<file path="config.mk">
export PLATFORM = sky130hd
export DESIGN_NAME = frame_encoder_multi
export DESIGN_NICKNAME = d
export VERILOG_FILES = /design/src/rtl/frame_enc_pkg.sv /design/src/rtl/car_sprite_hit.sv /design/src/rtl/frame_encoder_multi.sv
export SDC_FILE = /design/constraint.sdc
export NUM_CORES = 1
export LEC_CHECK = 0
export ABC_AREA = 1
export CORE_MARGIN = 1
export CORE_UTILIZATION = 50
export CTS_CLUSTER_DIAMETER = 40
export DETAILED_ROUTE_END_ITERATION = 12
export PLACE_DENSITY = 0.72
export SYNTH_ARGS = -nofsm -noshare
export SYNTH_HDL_FRONTEND = slang
export SYNTH_SLANG_ARGS = --single-unit
</file>
<file path="constraint.sdc">
create_clock -name i_clk -period 15.3 [get_ports i_clk]
set_input_delay 1.53 -clock i_clk [delete_from_list [all_inputs] [get_ports i_clk]]
set_output_delay 1.53 -clock i_clk [all_outputs]
set_load 0.1 [all_outputs]
</file>
<file path="src/rtl/frame_enc_pkg.sv">
// Shared types, palette and angle helpers for the multi-car frame encoder.
// Angles are signed degrees; valid input range is one turn either side of [0,360).
package frame_enc_pkg;

    typedef logic [15:0] rgb565_t;

    typedef enum logic [2:0] {
        IDLE  = 3'd0,
        LATCH = 3'd1,
        RUN   = 3'd2,
        DRAIN = 3'd3,
        DONE  = 3'd4
    } state_e;

    localparam int ANGLE_FULL = 360;

    localparam rgb565_t PALETTE [16] = '{
        16'h0000, 16'hF800, 16'h07E0, 16'h001F,
        16'hFFE0, 16'hF81F, 16'h07FF, 16'hFFFF,
        16'h8000, 16'h0400, 16'h0010, 16'h8410,
        16'hC618, 16'hFC00, 16'h4208, 16'h2104
    };

    function automatic logic angle_ok(input logic signed [31:0] a);
        return (a >= -ANGLE_FULL) && (a < 2 * ANGLE_FULL);
    endfunction

    function automatic logic signed [31:0] angle_norm(input logic signed [31:0] a);
        if (a < 0)
            return a + ANGLE_FULL;
        else if (a >= ANGLE_FULL)
            return a - ANGLE_FULL;
        else
            return a;
    endfunction

    function automatic int angle_bank(input logic signed [31:0] norm, input int steps);
        return (int'(norm) * steps) / ANGLE_FULL;
    endfunction

endpackage

</file>
<file path="src/rtl/car_sprite_hit.sv">
// Per-car hit test of the current scan pixel against one sprite box, plus ROM address.
// Purely combinational; the address reads zero when the pixel misses the sprite.
module car_sprite_hit
    import frame_enc_pkg::*;
#(
    parameter int SPRITE      = 60,
    parameter int ANGLE_STEPS = 8,
    parameter int BW          = 3,
    parameter int SA          = 15
) (
    input  logic [15:0]   px,
    input  logic [15:0]   py,
    input  logic [15:0]   cx,
    input  logic [15:0]   cy,
    input  logic [BW-1:0] bank,
    output logic          hit,
    output logic [SA-1:0] addr
);

    localparam logic [SA-1:0] BANK_SIZE = SA'(SPRITE * SPRITE);
    localparam logic [SA-1:0] ROW_SIZE  = SA'(SPRITE);

    logic [16:0] dx;
    logic [16:0] dy;
    logic [SA-1:0] lin;

    // 17-bit subtract: a pixel left of/above the sprite gives a huge value, never a wrap hit
    assign dx  = {1'b0, px} - {1'b0, cx};
    assign dy  = {1'b0, py} - {1'b0, cy};
    assign hit = (dx < 17'(SPRITE)) && (dy < 17'(SPRITE));
    assign lin = SA'(bank) * BANK_SIZE + SA'(dy) * ROW_SIZE + SA'(dx);
    assign addr = hit ? lin : '0;

endmodule

</file>
<file path="src/rtl/frame_encoder_multi.sv">
// Renders one frame of N_CARS rotated sprites over a background, streaming RGB565 in raster order.
// First write 3 cycles after the start edge, then 1 pixel/cycle; a write stall freezes the whole pipeline.
module frame_encoder_multi
    import frame_enc_pkg::*;
#(
    parameter int WIDTH       = 1600,
    parameter int HEIGHT      = 900,
    parameter int N_CARS      = 2,
    parameter int SPRITE      = 60,
    parameter int ANGLE_STEPS = 8,
    parameter int AW          = 20,
    localparam int SA         = $clog2(ANGLE_STEPS * SPRITE * SPRITE)
) (
    input  logic                 i_clk,
    input  logic                 i_rst,
    input  logic                 i_start,
    input  logic [15:0]          i_bg_color,
    input  logic [N_CARS*16-1:0] i_car_x,
    input  logic [N_CARS*16-1:0] i_car_y,
    input  logic [N_CARS*32-1:0] i_car_angle,
    output logic [N_CARS*SA-1:0] o_spr_addr,
    input  logic [N_CARS*4-1:0]  i_spr_data,
    output logic [AW-1:0]        o_sram_addr,
    output logic [15:0]          o_sram_data,
    output logic                 o_sram_we,
    input  logic                 i_sram_ready,
    output logic [31:0]          o_proc_counter,
    output logic [31:0]          o_pixel_counter,
    output logic                 o_opacity,
    output logic                 o_opacity_valid,
    output logic                 o_angle_err,
    output logic                 o_done
);

    localparam int BW = (ANGLE_STEPS > 1) ? $clog2(ANGLE_STEPS) : 1;
    localparam logic [15:0] LAST_X = 16'(WIDTH - 1);
    localparam logic [15:0] LAST_Y = 16'(HEIGHT - 1);

    state_e state, state_nxt;
    logic start_q;

    rgb565_t       bg_q;
    logic [15:0]   cx_q   [N_CARS];
    logic [15:0]   cy_q   [N_CARS];
    logic [BW-1:0] bank_q [N_CARS];
    logic [BW-1:0] bank_in[N_CARS];
    logic [N_CARS-1:0] ang_bad;
    logic err_q;

    logic [15:0]   x_cnt, y_cnt;
    logic [AW-1:0] pix_addr;
    logic          last_pix, adv, busy;
    logic [N_CARS-1:0] hit;

    logic              s1_vld;
    logic [N_CARS-1:0] s1_hit;
    logic [AW-1:0]     s1_addr;

    logic                stalled_q;
    logic [N_CARS*4-1:0] hold_dat, spr_cur;
    logic                win_found;
    logic [3:0]          win_dat;
    rgb565_t             pix;

    assign adv      = !o_sram_we || i_sram_ready;
    assign busy     = (state == RUN) || (state == DRAIN);
    assign last_pix = (x_cnt == LAST_X) && (y_cnt == LAST_Y);

    assign o_opacity_valid = o_sram_we;
    assign o_angle_err     = err_q;
    assign o_done          = (state == DONE);

    for (genvar c = 0; c < N_CARS; c++) begin : g_car
        car_sprite_hit #(
            .SPRITE     (SPRITE),
            .ANGLE_STEPS(ANGLE_STEPS),
            .BW         (BW),
            .SA         (SA)
        ) u_hit (
            .px  (x_cnt),
            .py  (y_cnt),
            .cx  (cx_q[c]),
            .cy  (cy_q[c]),
            .bank(bank_q[c]),
            .hit (hit[c]),
            .addr(o_spr_addr[c*SA +: SA])
        );
    end

    always_comb begin
        for (int c = 0; c < N_CARS; c++) begin
            ang_bad[c] = !angle_ok(i_car_angle[c*32 +: 32]);
            bank_in[c] = ang_bad[c] ? '0
                       : BW'(angle_bank(angle_norm(i_car_angle[c*32 +: 32]), ANGLE_STEPS));
        end
    end

    // ROM keeps reading the frozen scan address during a stall, so the word
    // belonging to the stage-1 pixel is parked in hold_dat until the stall clears.
    always_comb begin
        spr_cur   = stalled_q ? hold_dat : i_spr_data;
        win_found = 1'b0;
        win_dat   = 4'd0;
        for (int c = N_CARS - 1; c >= 0; c--) begin
            if (s1_hit[c] && (spr_cur[c*4 +: 4] != 4'd0)) begin
                win_found = 1'b1;
                win_dat   = spr_cur[c*4 +: 4];
            end
        end
        pix = win_found ? PALETTE[win_dat] : bg_q;
    end

    always_comb begin
        state_nxt = state;
        case (state)
            IDLE:    if (i_start && !start_q) state_nxt = LATCH;
            LATCH:   state_nxt = RUN;
            RUN:     if (adv && last_pix) state_nxt = DRAIN;
            DRAIN:   if (!s1_vld && o_sram_we && i_sram_ready) state_nxt = DONE;
            DONE:    state_nxt = IDLE;
            default: state_nxt = IDLE;
        endcase
    end

    always_ff @(posedge i_clk) begin
        if (i_rst) state <= IDLE;
        else       state <= state_nxt;
    end

    always_ff @(posedge i_clk) begin
        if (i_rst) begin
            start_q         <= 1'b0;
            bg_q            <= '0;
            err_q           <= 1'b0;
            x_cnt           <= '0;
            y_cnt           <= '0;
            pix_addr        <= '0;
            s1_vld          <= 1'b0;
            s1_hit          <= '0;
            s1_addr         <= '0;
            stalled_q       <= 1'b0;
            hold_dat        <= '0;
            o_sram_we       <= 1'b0;
            o_sram_addr     <= '0;
            o_sram_data     <= '0;
            o_opacity       <= 1'b0;
            o_proc_counter  <= '0;
            o_pixel_counter <= '0;
            for (int c = 0; c < N_CARS; c++) begin
                cx_q[c]   <= '0;
                cy_q[c]   <= '0;
                bank_q[c] <= '0;
            end
        end else begin
            start_q   <= i_start;
            stalled_q <= busy && !adv;
            if (!stalled_q) hold_dat <= i_spr_data;
            if (busy) o_proc_counter <= o_proc_counter + 32'd1;
            if (o_sram_we && i_sram_ready) o_pixel_counter <= o_pixel_counter + 32'd1;

            if (state == LATCH) begin
                bg_q            <= i_bg_color;
                err_q           <= |ang_bad;
                x_cnt           <= '0;
                y_cnt           <= '0;
                pix_addr        <= '0;
                s1_vld          <= 1'b0;
                o_sram_we       <= 1'b0;
                o_proc_counter  <= '0;
                o_pixel_counter <= '0;
                for (int c = 0; c < N_CARS; c++) begin
                    cx_q[c]   <= i_car_x[c*16 +: 16];
                    cy_q[c]   <= i_car_y[c*16 +: 16];
                    bank_q[c] <= bank_in[c];
                end
            end else if (busy && adv) begin
                s1_vld      <= (state == RUN);
                s1_hit      <= hit;
                s1_addr     <= pix_addr;
                o_sram_we   <= s1_vld;
                o_sram_addr <= s1_addr;
                o_sram_data <= pix;
                o_opacity   <= s1_vld && win_found;
                if ((state == RUN) && !last_pix) begin
                    pix_addr <= pix_addr + 1'b1;
                    if (x_cnt == LAST_X) begin
                        x_cnt <= '0;
                        y_cnt <= y_cnt + 16'd1;
                    end else begin
                        x_cnt <= x_cnt + 16'd1;
                    end
                end
            end else if (!busy) begin
                o_sram_we <= 1'b0;
                o_opacity <= 1'b0;
            end
        end
    end

endmodule

</file>
Word-level counts from Yosys, hierarchy flattened
Memories as Yosys holds them, arrays and structs flattened.
Index checks and enable logic that the tools add are counted.
Widths: inputs -> output; s select.
Storage, ports and cells
  flip-flop bits (word level): 207
  latch bits: 0
  bits in writable memories: 70
  ROM bits: 256
  input bits: 156
  output and inout port bits: 135
  word-level logic and storage cells: 146
  memories kept: 4
Memories
  (no name shown): depth 16, bits a word 16, read ports 1, clocked after memory_dff 0, write ports 0, line frame_encoder_multi.sv:110  | pix = win_found ? PALETTE[win_dat] : bg_q;
  cx_q: depth 2, bits a word 16, read ports 2, clocked after memory_dff 0, write ports 2, line frame_encoder_multi.sv:43  | logic [15:0] cx_q [N_CARS];
  cy_q: depth 2, bits a word 16, read ports 2, clocked after memory_dff 0, write ports 2, line frame_encoder_multi.sv:44  | logic [15:0] cy_q [N_CARS];
  bank_q: depth 2, bits a word 3, read ports 2, clocked after memory_dff 0, write ports 2, line frame_encoder_multi.sv:45  | logic [BW-1:0] bank_q [N_CARS];
Operators by class
  add/sub/neg operators: 17
  $mul: 4
  div/mod/pow operators: 2
  $lt $le $gt $ge: 13
  eq/ne operators: 10
  shifts and indexed selects: 0
  mux-type cells: 35
  bitwise logic cells: 8
  reductions and logical operators: 35
Operators with widths (number)
  $ge 32x10->1 const B: 4
  $mux 16: 8
  $mux 29: 4
  $lt 17x6->1 const B: 4
  $sub 16x16->17: 4
  $add 32x1->32 const B: 2
  $div 32x10->32 const B: 2
  $lt 32x1->1 const B: 2
  $lt 32x11->1 const B: 2
  $add 15x15->15: 4
  $add 29x10->29 const B: 2
  $sub 29x10->29 const B: 2
  $add 16x1->16 const B: 2
  $mul 15x4->13 const B: 2
  $mux 15: 2
  $mul 3x8->11 const B: 2
  $mux 3: 7
  $add 20x1->20 const B: 1
  $eq 16x10->1 const B: 1
  $eq 16x11->1 const B: 1
  $logic_and 1x1->1: 16
  $pmux 3 s4: 1
  $mux 1: 10
  $mux 4: 2
  17 further kinds: 37

Depth between registers and ports, before layout
Gate-level depths: netlist of run 1.
  depth after elaboration: 10
  mapped depth: 169
  gate-level depth less buffers: 168

By module
A second synthesis of run 1 with hierarchy kept.
Unflattened totals
  cell total of the unflattened synthesis: 5887
  area, all modules: 38739.7 um^2
Modules (own cells, without submodules)
  frame_encoder_multi: times used 1, cells an instance 4617, area each 30827.1 um^2, seq. area each 6246.0 um^2
  car_sprite_hit (g_car[0].u_hit): times used 1, cells an instance 650, area each 4026.4 um^2, seq. area each 0.0 um^2
  car_sprite_hit (g_car[1].u_hit): times used 1, cells an instance 620, area each 3886.2 um^2, seq. area each 0.0 um^2

Worst setup path after synthesis of run 1
Ideal clock, no wire load.
  path kind: input -> register
  start: in i_car_angle[10]
  end: mem bank_q[0][1], data pin
  library setup time: 0.255 ns
  arrival time: 15.466 ns
  data required time: 15.045 ns
  setup slack: -0.421 ns
  stages: 138
  cells stage by stage: buf_6 -> nor2_2 -> nand2_2 -> nor2_2 -> o21ai_2 -> o21ai_2 -> nand2_4 -> buf_12 -> a21oi_2 -> and2_4 -> nand2_1 -> nor2_2 -> nand3_1 -> nand2_1 -> nand2_1 -> nand2_1 -> nand2_1 -> nor2_1 -> [... 102 more ...] -> nand2_2 -> nand2_4 -> inv_2 -> a21oi_4 -> nand2_4 -> nand2_2 -> nand2_2 -> nor2_2 -> nand3_2 -> nand3_4 -> nand2_1 -> xor2_1 -> inv_1 -> nand3_2 -> a21boi_1 -> ha_1 -> o211ai_1 -> inv_2
RTL lines
  start, declared: line frame_encoder_multi.sv:20  | input logic [N_CARS*32-1:0] i_car_angle,
  end, declared: line frame_encoder_multi.sv:45

==> results of run 1 <==
[metal layers]
layer | global-route usage, % | vias to the layer above
li1 | - | 19700
met1 | 36.3 | 18100
met2 | 50.2 | 1003
met3 | 2.87 | 207
met4 | 9.22 | 2
met5 | 0 | -
[layout by cell type (no fill, tap or decap), drive strengths merged, types with 19 or more instances in the layout]
master and n:
clkbuf 54, edfxtp 70, xor2 218, nand2 1570, o21ai 221, a21oi 252, dlymetal6s2s 32, xnor2 32
nand3 598, inv 880, clkinv 21, nor2 640, clkdlybuf4s50 242, buf 875, o21bai 35, dfxtp 207
nand4 103, nand3b 19, nor4 24, fa 66, nor3 91, ha 160
[sequential cells by signal, indices dropped and copies added (netlist names), 8 cells and up]
name	flops
bg_q	16
cx_q	32
cy_q	32
hold_dat	8
o_pixel_counter	32
o_proc_counter	32
o_sram_addr	20
o_sram_data	16
pix_addr	20
s1_addr	20
x_cnt	16
y_cnt	16
[path summary, 6_finish.rpt]
check / to / cells after the start
worst max-delay path: bank_q[0][1] / 138
worst min-delay path: pix_addr[19] / 1
worst max register to register: s1_hit[1] / 23
worst min register to register: pix_addr[19] / 1
[timing repair]
action | 4_1_cts | 5_1_grt
setup buffers | 57 | 75
pin swaps | 172 | 260
cloned | 3 | 1
resized for setup | 231 | 385
hold buffers | 0 | 0
endpoints found under the setup margin | 6 | 6
[through the flow]
| step | cell area [sq um] | instances | utilization, % |
|---|---|---|---|
| detailed placement | 44900 | 7301 | 64.1 |
| CTS | 47800 | 7443 | 68.3 |
| floorplan | 35700 | 5415 | - |
| global route | 49900 | 7527 | 71.3 |
| finish | 49900 | 7527 | 71.3 |
| global placement | 44900 | 7301 | 64.1 |
[cell families after synthesis]
group | synth area share [%]
DFF | 17.6
and+or+nand+nor | 45.2
muxes | 0.254
xor gates and xnor gates | 6.28
AOI/OAI and AO/OA | 10.3
adders and majority gates | 9.38
buffers and inverters | 11.0
[area by class of cell]
class                           count  area [sq um]
Sequential cell                   277          6250
Clock inverter                     33           380
Inverter                          878          3340
Fill cell                        5650         20100
Timing Repair Buffer             1166          9750
Tap cell                          940          1180
Clock buffer                       49          1160
Multi-Input combinational cell   4176         27800
Antenna cell                        8          20.0
[worst max-delay path, delay by kind of cell]
| family | cells | cell delay, ns |
|---|---|---|
| xor gates and xnor gates | 1 | 0.23 |
| buffers and inverters | 20 | 1.84 |
| and+or+nand+nor | 106 | 11.36 |
| adders and majority gates | 1 | 0.24 |
| AOI/OAI and AO/OA | 10 | 2.05 |
==> out/results.txt, run 1 <==
Avg Inst Size Synth: 6.54 sq um
initial antenna violation count: 10
failing checks: setup timing
Ports: 291
vias per inst: 5.18
Hold Crit Class: flop to flop
synth unique cells: 82
Final GP Congestion: 0.970
IO buf count: 290
WL per Instance: 14.4 microns
main area contributors after synthesis: nand2_1 (12%), dfxtp_1 (12%), inv_1 (8.0%), nand3_1 (7.3%), edfxtp_1 (5.9%)
final setup fails: 6
metal3 WL: 5370 microns
f_max: 58.7 MHz
Post-Syn Area: 35400 sq um
post-synth top area cell: nand2_1
antenna viol nets, final: 0
Top FF cell, synth: dfxtp_1
initial drt markers: 2451
fin crit period: 17.03 ns
DRC: 0
most frequent cell after synthesis: nand2_1
largest net degree at the start of global routing: 81
GRT Residual Overflow: 0
CTS tree: yes
Root Driver: clkbuf_16
drt pass-1 iters: 8
Hold WS: 0.451 ns
top-area cell type share of the netlist area: 11.9%
clk slew on worst S/H paths: 0.06 ns
Syn Inst Count: 5415
Top Layer Used: met5
status: finished, violations left
wire length on met1: 46500 microns
setup TNS: -9.48 ns
max_cap viols: 0
die footprint: 71900 sq um
Worst Setup SP: i_car_angle[22]
delay of the slowest critical-path stage: 0.45 ns
worst skew pair latency: 0.59 ns
Core Area: 70000 sq um
estimated wirelength of the detail-placed design: 83100 microns
Detail Route met2 WL: 53600 microns
crit share post-route: 111%
DP Worst Slack: -2.54 ns
worst rel slew slack: 21.1%
Core Rows: 97
RSZ-0062 raised after global routing: yes
number of global-route vias before repair: 36.3k
global-route wire length before repair: 172000 microns
Clock Skew: 0.0382 ns
EDFF count, synth: 70
post-synth net total: 5797
Critical-path top delay cell: clkdlybuf4s50_1
sequential area share after synthesis: 17.6%
crit path DAT: 17.38 ns
most used cell, CP: nand2_4
Post-Route WL: 109000 microns
Vias: 39.0k
Final WS setup: -1.73 ns
Inserted Clock Buffers: 44
H-tree levels: 2
worst-margin pin slew: 1.18 ns
FF-to-FF setup slack: 10.03 ns
Max clock buf depth: 3
Required @ worst endpoint: 15.65 ns
register bit total from synthesis: 277
final slew viol count: 0
critical path fanouts, max: 8
clock sink count: 277
layout net count: 6925
top cells by count, synth: nand2_1 (1125), inv_1 (756), nand3_1 (515)
Worst setup SP type: input pin
worst flop-to-flop path startpoint: y_cnt[0]
Hold Crit Start: pix_addr[19]
share of cells above drive strength 1: 32.8%
Initial Utilization: 50.6%
Async S/R FF share, synth: 0%
die extent in x: 268 microns
P&R area growth vs syn: 40.9%
final hold violations: 0
Total Routing Usage GR: 28.5%
number of warnings issued by yosys: 0
Die Y: 268 microns
WS Path Type: input pin to flop
crit path capture type: flop
Power of run 1 is not shown: default switching activity piles up to over one toggle a cycle in this logic, so the estimate is an artifact.
==> run 2: changes to the inputs <==
CAP_MARGIN = 10   (was not set)
==> results of run 2 <==
Final layout, timing and power as in run 1 (identical DEF).
Power of run 2 is left out for the same reason.
